`config.mk`:
```
export PLATFORM = sky130hd
export DESIGN_NAME = writeback_queue
export DESIGN_NICKNAME = d
export VERILOG_FILES = /design/src/rtl/writeback_queue.sv
export SDC_FILE = /design/constraint.sdc
export NUM_CORES = 1
export LEC_CHECK = 0
export CORE_MARGIN = 2
export CORE_UTILIZATION = 55
export CTS_CLUSTER_SIZE = 10
export DETAILED_ROUTE_END_ITERATION = 10
export PLACE_DENSITY = 0.81
export REMOVE_ABC_BUFFERS = 1
export SLEW_MARGIN = 10
export SYNTH_ARGS = -nofsm -noshare
export SYNTH_HDL_FRONTEND = slang
export SYNTH_SLANG_ARGS = --single-unit
```
`constraint.sdc`:
```
create_clock -name I_CLOCK -period 5.7 [get_ports I_CLOCK]
set_input_delay 1.14 -clock I_CLOCK [delete_from_list [all_inputs] [get_ports I_CLOCK]]
set_output_delay 1.14 -clock I_CLOCK [all_outputs]
set_load 0.02 [all_outputs]
```
`src/rtl/writeback_queue.sv`:
```
// In-order writeback FIFO between the memory stage and the scalar/vector register-file
// write ports. It holds results while the register file stalls and exports per-register
// pending masks to decode.
module writeback_queue #(
  parameter int REG_WIDTH    = 16,
  parameter int LANES        = 4,
  parameter int NUM_REGS     = 16,
  parameter int NUM_VREGS    = 16,
  parameter int DEPTH        = 4,
  parameter int OPCODE_WIDTH = 8,
  parameter int VWIDTH       = REG_WIDTH * LANES,
  parameter int IDX_WIDTH    = $clog2((NUM_REGS > NUM_VREGS) ? NUM_REGS : NUM_VREGS),
  parameter int CNT_WIDTH    = $clog2(DEPTH) + 1
) (
  input  logic                    I_CLOCK,
  input  logic                    I_RESET,
  input  logic                    I_Valid,
  input  logic                    I_WrEn,
  input  logic                    I_IsVector,
  input  logic [OPCODE_WIDTH-1:0] I_Opcode,
  input  logic [IDX_WIDTH-1:0]    I_DestRegIdx,
  input  logic [REG_WIDTH-1:0]    I_Data,
  input  logic [VWIDTH-1:0]       I_VData,
  input  logic [LANES-1:0]        I_LaneMask,
  input  logic                    I_Stall,
  input  logic                    I_Flush,
  output logic                    O_Ready,
  output logic                    O_WriteBackEnable,
  output logic [IDX_WIDTH-1:0]    O_WriteBackRegIdx,
  output logic [REG_WIDTH-1:0]    O_WriteBackData,
  output logic                    O_VWriteBackEnable,
  output logic [VWIDTH-1:0]       O_VWriteBackData,
  output logic [LANES-1:0]        O_VWriteBackLaneMask,
  output logic [OPCODE_WIDTH-1:0] O_Opcode,
  output logic [NUM_REGS-1:0]     O_PendingMask,
  output logic [NUM_VREGS-1:0]    O_VPendingMask,
  output logic [CNT_WIDTH-1:0]    O_Count,
  output logic                    O_Overflow
);

  localparam int PTR_WIDTH = $clog2(DEPTH);

  logic [PTR_WIDTH-1:0]    rd_ptr_q, rd_ptr_d, wr_ptr_q, wr_ptr_d;
  logic [CNT_WIDTH-1:0]    count_q, count_d;
  logic                    overflow_q, overflow_d;
  logic [DEPTH-1:0]        vec_q, vec_d;
  logic [IDX_WIDTH-1:0]    idx_q   [DEPTH];
  logic [IDX_WIDTH-1:0]    idx_d   [DEPTH];
  logic [OPCODE_WIDTH-1:0] op_q    [DEPTH];
  logic [OPCODE_WIDTH-1:0] op_d    [DEPTH];
  logic [REG_WIDTH-1:0]    data_q  [DEPTH];
  logic [REG_WIDTH-1:0]    data_d  [DEPTH];
  logic [VWIDTH-1:0]       vdata_q [DEPTH];
  logic [VWIDTH-1:0]       vdata_d [DEPTH];
  logic [LANES-1:0]        mask_q  [DEPTH];
  logic [LANES-1:0]        mask_d  [DEPTH];

  logic                    push_try, push, pop, head_vec;
  logic [PTR_WIDTH-1:0]    slot_off;

  assign O_Ready  = (count_q < CNT_WIDTH'(DEPTH));
  assign push_try = I_Valid && I_WrEn && !I_Flush;
  assign push     = push_try && O_Ready;
  assign pop      = (count_q != '0) && !I_Stall && !I_Flush;
  assign head_vec = vec_q[rd_ptr_q];

  always_comb begin
    rd_ptr_d   = rd_ptr_q;
    wr_ptr_d   = wr_ptr_q;
    count_d    = count_q;
    overflow_d = overflow_q || (push_try && !O_Ready);
    vec_d      = vec_q;
    idx_d      = idx_q;
    op_d       = op_q;
    data_d     = data_q;
    vdata_d    = vdata_q;
    mask_d     = mask_q;
    if (I_Flush) begin
      rd_ptr_d = wr_ptr_q;
      count_d  = '0;
    end else begin
      if (push) begin
        vec_d[wr_ptr_q]   = I_IsVector;
        idx_d[wr_ptr_q]   = I_DestRegIdx;
        op_d[wr_ptr_q]    = I_Opcode;
        data_d[wr_ptr_q]  = I_Data;
        vdata_d[wr_ptr_q] = I_VData;
        mask_d[wr_ptr_q]  = I_LaneMask;
        wr_ptr_d          = wr_ptr_q + PTR_WIDTH'(1);
      end
      if (pop) rd_ptr_d = rd_ptr_q + PTR_WIDTH'(1);
      count_d = count_q + CNT_WIDTH'(push) - CNT_WIDTH'(pop);
    end
  end

  always_ff @(posedge I_CLOCK) begin
    if (I_RESET) begin
      rd_ptr_q   <= '0;
      wr_ptr_q   <= '0;
      count_q    <= '0;
      overflow_q <= 1'b0;
      vec_q      <= '0;
    end else begin
      rd_ptr_q   <= rd_ptr_d;
      wr_ptr_q   <= wr_ptr_d;
      count_q    <= count_d;
      overflow_q <= overflow_d;
      vec_q      <= vec_d;
    end
  end

  // Payload is qualified by count and pop, so it needs no reset.
  always_ff @(posedge I_CLOCK) begin
    idx_q   <= idx_d;
    op_q    <= op_d;
    data_q  <= data_d;
    vdata_q <= vdata_d;
    mask_q  <= mask_d;
  end

  always_comb begin
    O_WriteBackEnable    = pop && !head_vec;
    O_VWriteBackEnable   = pop && head_vec;
    O_WriteBackRegIdx    = pop ? idx_q[rd_ptr_q] : '0;
    O_Opcode             = pop ? op_q[rd_ptr_q] : '0;
    O_WriteBackData      = O_WriteBackEnable ? data_q[rd_ptr_q] : '0;
    O_VWriteBackData     = O_VWriteBackEnable ? vdata_q[rd_ptr_q] : '0;
    O_VWriteBackLaneMask = O_VWriteBackEnable ? mask_q[rd_ptr_q] : '0;
  end

  // A slot is live when its distance from the head is below the count.
  always_comb begin
    O_PendingMask  = '0;
    O_VPendingMask = '0;
    slot_off       = '0;
    for (int i = 0; i < DEPTH; i++) begin
      slot_off = PTR_WIDTH'(i) - rd_ptr_q;
      if (CNT_WIDTH'(slot_off) < count_q) begin
        if (vec_q[i]) begin
          for (int r = 0; r < NUM_VREGS; r++)
            if (idx_q[i] == IDX_WIDTH'(r)) O_VPendingMask[r] = 1'b1;
        end else begin
          for (int r = 0; r < NUM_REGS; r++)
            if (idx_q[i] == IDX_WIDTH'(r)) O_PendingMask[r] = 1'b1;
        end
      end
    end
  end

  assign O_Count    = count_q;
  assign O_Overflow = overflow_q;

endmodule

```
==> impl_metrics.py <==
metrics = {
    "clocking": {
        "postCtsHoldBufs": 0,
        "htreeDepth": 2,
        "cts_tree": "built",
        "numCtsBuffers": 45,
        "postCtsSetupRepairBufs": 0,
        "clockRootBuffer": "clkbuf_16",
        "clkTransAtPathRegs_ns": 0.05,
        "clock_latency_ns": 0.52,
        "clk_path_buf_depth": 3,
        "cts_sinks": 396,
        "cts_resized": 0,
    },
    "critical_path": {
        "end_kind": "output port",
        "slowest_delay_ns": 1.01,
        "cp.required_ns": 4.56,
        "startpoint": "rd_ptr_q[0]$_SDFFE_PP0P_",
        "reg2reg_slack_ns": 2.66,
        "cp_cell_sequence": "buf_4, mux4_2, nand2b_4, and2b_1, clkdlybuf4s50_1",
        "arrival_ns": 3.79,
        "critPathMaxFanout": 49,
        "r2r.worst_path.cells": 11,
        "rr_endpoint": "O_Count[2]$_SDFF_PP0_",
        "start_kind": "flop",
        "worstSetupPathType": "flop to output port",
        "slowest_stage": "mux4_2",
        "reg2reg_from": "O_Count[2]$_SDFF_PP0_",
    },
    "global_route": {
        "grt-ovfl-total": 0,
        "grt_antenna_before_repair": 3,
        "grt_usage_pct": 23.9,
        "grt_pass1_wl_um": 56800,
        "grt_pass1_vias": 9648,
        "grt_max_degree": 62,
    },
    "sta": {
        "slew_violations": 0,
        "hold_slack_ns": 0.493,
        "finClkSkew_ns": 0.00935,
        "period_minus_slack_ns": 4.93,
        "hold_viol_final": 0,
        "tightest_slew_ns": 0.958,
        "grt_setup_unrepaired": "no",
        "max-slew-margin-rel_pct": 36.2,
        "setup_viol": 0,
        "finalCritPeriodShare_pct": 86.5,
        "max_freq_mhz": 203,
    },
    "logic_synthesis": {
        "synth-seq-cells": 396,
        "synth.largest_area_cell": "edfxtp_1",
        "synth_top_flop_cell": "edfxtp_1",
        "syn_avg_cell_area_um2": 18.3,
        "post_synth_num_cell_types": 42,
        "yosysTopAreaCellShare_pct": 69.8,
        "synth_warnings": 0,
        "synth_edf_count": 384,
        "ys_async_sr_fraction_pct": 0,
        "netlist_area_mm2": 0.0165,
        "synthTopCellsByArea": "edfxtp_1, mux4_2, and3_1",
        "synth_cells": 904,
        "yosysSeqAreaShare_pct": 71.3,
    },
    "route": {
        "wirelength_um": 37200,
        "drc": 0,
        "vias": 9414,
        "drtPass1Iterations": 5,
        "viasPerCell": 6.02,
        "final_antenna_net_count": 0,
        "wire_per_inst_um": 23.8,
        "drt_iter0_markers": 1028,
    },
    "power": {
        "p_per_area_mw_per_mm2": 297,
        "p_leak_nw": 6.68,
        "p_comb_share_pct": 5.9,
        "pwr-share-clk_pct": 41.1,
        "p_total_mw": 6.11,
        "power_switching_share_pct": 19.6,
        "p_int_mw": 4.91,
        "ir_worst_vdd_v": 0.000259,
        "p_seq_share_pct": 53.0,
        "power.switching_mw": 1.20,
    },
    "min_path": {
        "worstHoldEndpoint": "O_Overflow$_SDFF_PP0_",
        "hold_start": "O_Overflow$_SDFF_PP0_",
        "hold_path.class": "flop to flop",
        "hold_depth": 2,
    },
    "placed_design": {
        "io_buffers": 237,
        "post_dp_cell_area_mm2": 0.0193,
        "routabilityCongestion": 0.906,
        "dp_hpwl_um": 23300,
    },
    "die": {
        "die_y_um": 177,
        "start_util_pct": 55.7,
        "die-area_mm2": 0.0314,
        "num_io_pins": 238,
        "num_rows": 63,
        "coreArea_mm2": 0.0296,
        "die_w_um": 177,
    },
    "finish": {
        "utilization_pct": 69.5,
        "drive_gt1_share_pct": 16.2,
        "num-fill-cells": 1919,
        "stdcell_area_mm2": 0.0206,
        "syn_to_final_growth_pct": 24.8,
        "layout.nets": 1270,
    },
    "flow_run": {
        "cap_violations": 0,
    },
    "run_status": {
        "outcome": "finished, final reports clean",
    },
}
-- cell usage after synthesis, types with 2 or more instances --
cell	count
and2_1	17
and3_1	68
nor3b_1	2
nor3_1	16
nand3_1	12
clkbuf_1	27
nor2_1	39
o211ai_1	17
o21ai_0	2
buf_2	12
edfxtp_1	384
ha_1	10
o211a_1	2
buf_4	8
a21oi_1	3
dfxtp_1	12
and2b_1	5
o221ai_1	15
inv_1	15
a22oi_1	32
mux4_2	97
buf_6	7
nor2b_1	15
nor2b_2	6
mux2i_1	3
a211oi_2	4
nand2_1	38
nor2b_4	3
nand2b_1	16
xnor2_1	5
-- final cells by class --
type                       instances  area [µm²]  area share, %
sequential                       396       11800           57.2
inverter                          15        56.3          0.273
clock inverter                     2        46.3          0.225
antenna                            2        5.00         0.0243
tap                              390         488           2.37
timing repair buffer             260        2620           12.7
clock buffer                      62        1210           5.88
multi-input combinational        438        4400           21.4
-- worst max-delay path, delay by kind of cell, from the launching register on --
kind	cells	cell delay (ns)
buffers and inverters	2	1.17
flip-flops	1	0.35
multiplexers	1	1.01
AND/OR/NAND/NOR	2	0.72
-- registers in the layout, summed over array words and instances (netlist names), 3 cells and up --
register  count
op_q         32
O_Count       3
vec_q         4
vdata_q     256
mask_q       16
data_q       64
idx_q        16
-- routing by layer --
layer	up-vias	wire (µm)	track usage, %
li1	4159	-	-
met1	4805	15300	33.5
met2	400	18300	39.2
met3	50	3040	5.23
met4	0	597	5.16
met5	-	0	0
-- kinds of logic (layout without fill, tap and decap cells) --
group           count (synthesis)  after routing  synth area share (%)
compound gates                 78             78                  3.75
xor+xnor                        5              5                 0.265
fa+ha+maj                      11             11                 0.879
mux                           100            100                  13.4
other cells                     0              2                     0
simple gates                  244            244                  8.25
flops                         396            396                  71.3
buf+inv                        70            339                  2.18
-- layout by cell type (no fill, tap or decap), types with 3 or more instances in the layout --
cell type and instances:
buf_12 6, clkbuf_1 16, nor2b_1 15, nand2b_1 16, nor3_1 16, nor2b_4 3, a22oi_1 32, and2_1 13
nor2_1 39, clkbuf_16 46, inv_1 15, nor2b_2 6, o211ai_1 17, xnor2_1 5, edfxtp_1 384, nand2_1 38
and2b_1 5, mux4_2 97, nand3_1 12, clkdlybuf4s50_1 237, and2_4 4, and3_1 68, buf_4 17, dfxtp_1 10
o221ai_1 15, ha_1 10, a21oi_1 3, mux2i_1 3, a211oi_2 4
-- worst max path at each step --
stage                                    end  cells after the start
after CTS                 O_WriteBackData[4]                      5
after global routing      O_WriteBackData[4]                      5
after floorplan             O_PendingMask[9]                      7
final                     O_WriteBackData[4]                      5
after detailed placement  O_WriteBackData[4]                      5
after global placement    O_WriteBackData[4]                      5
-- power groups by stage --
stage | registers, mW | clock network [mW] | logic (mW)
after detailed placement | 3.30 | 0 | 0.361
after global routing | 3.24 | 2.68 | 0.386
after CTS | 3.24 | 2.56 | 0.364
final | 3.24 | 2.51 | 0.360
after global placement | 3.30 | 0 | 0.355
after floorplan | 3.33 | 0 | 0.171
-- through the flow --
step	worst slack (ns)	cells	TNS, ns
after floorplan	-1.52	849	-141.85
after global placement	0.955	1499	0
after detailed placement	0.882	1499	0
after CTS	0.658	1563	0
after global routing	0.520	1563	0
final	0.768	1565	0
Power figures use the tool's default switching activity.
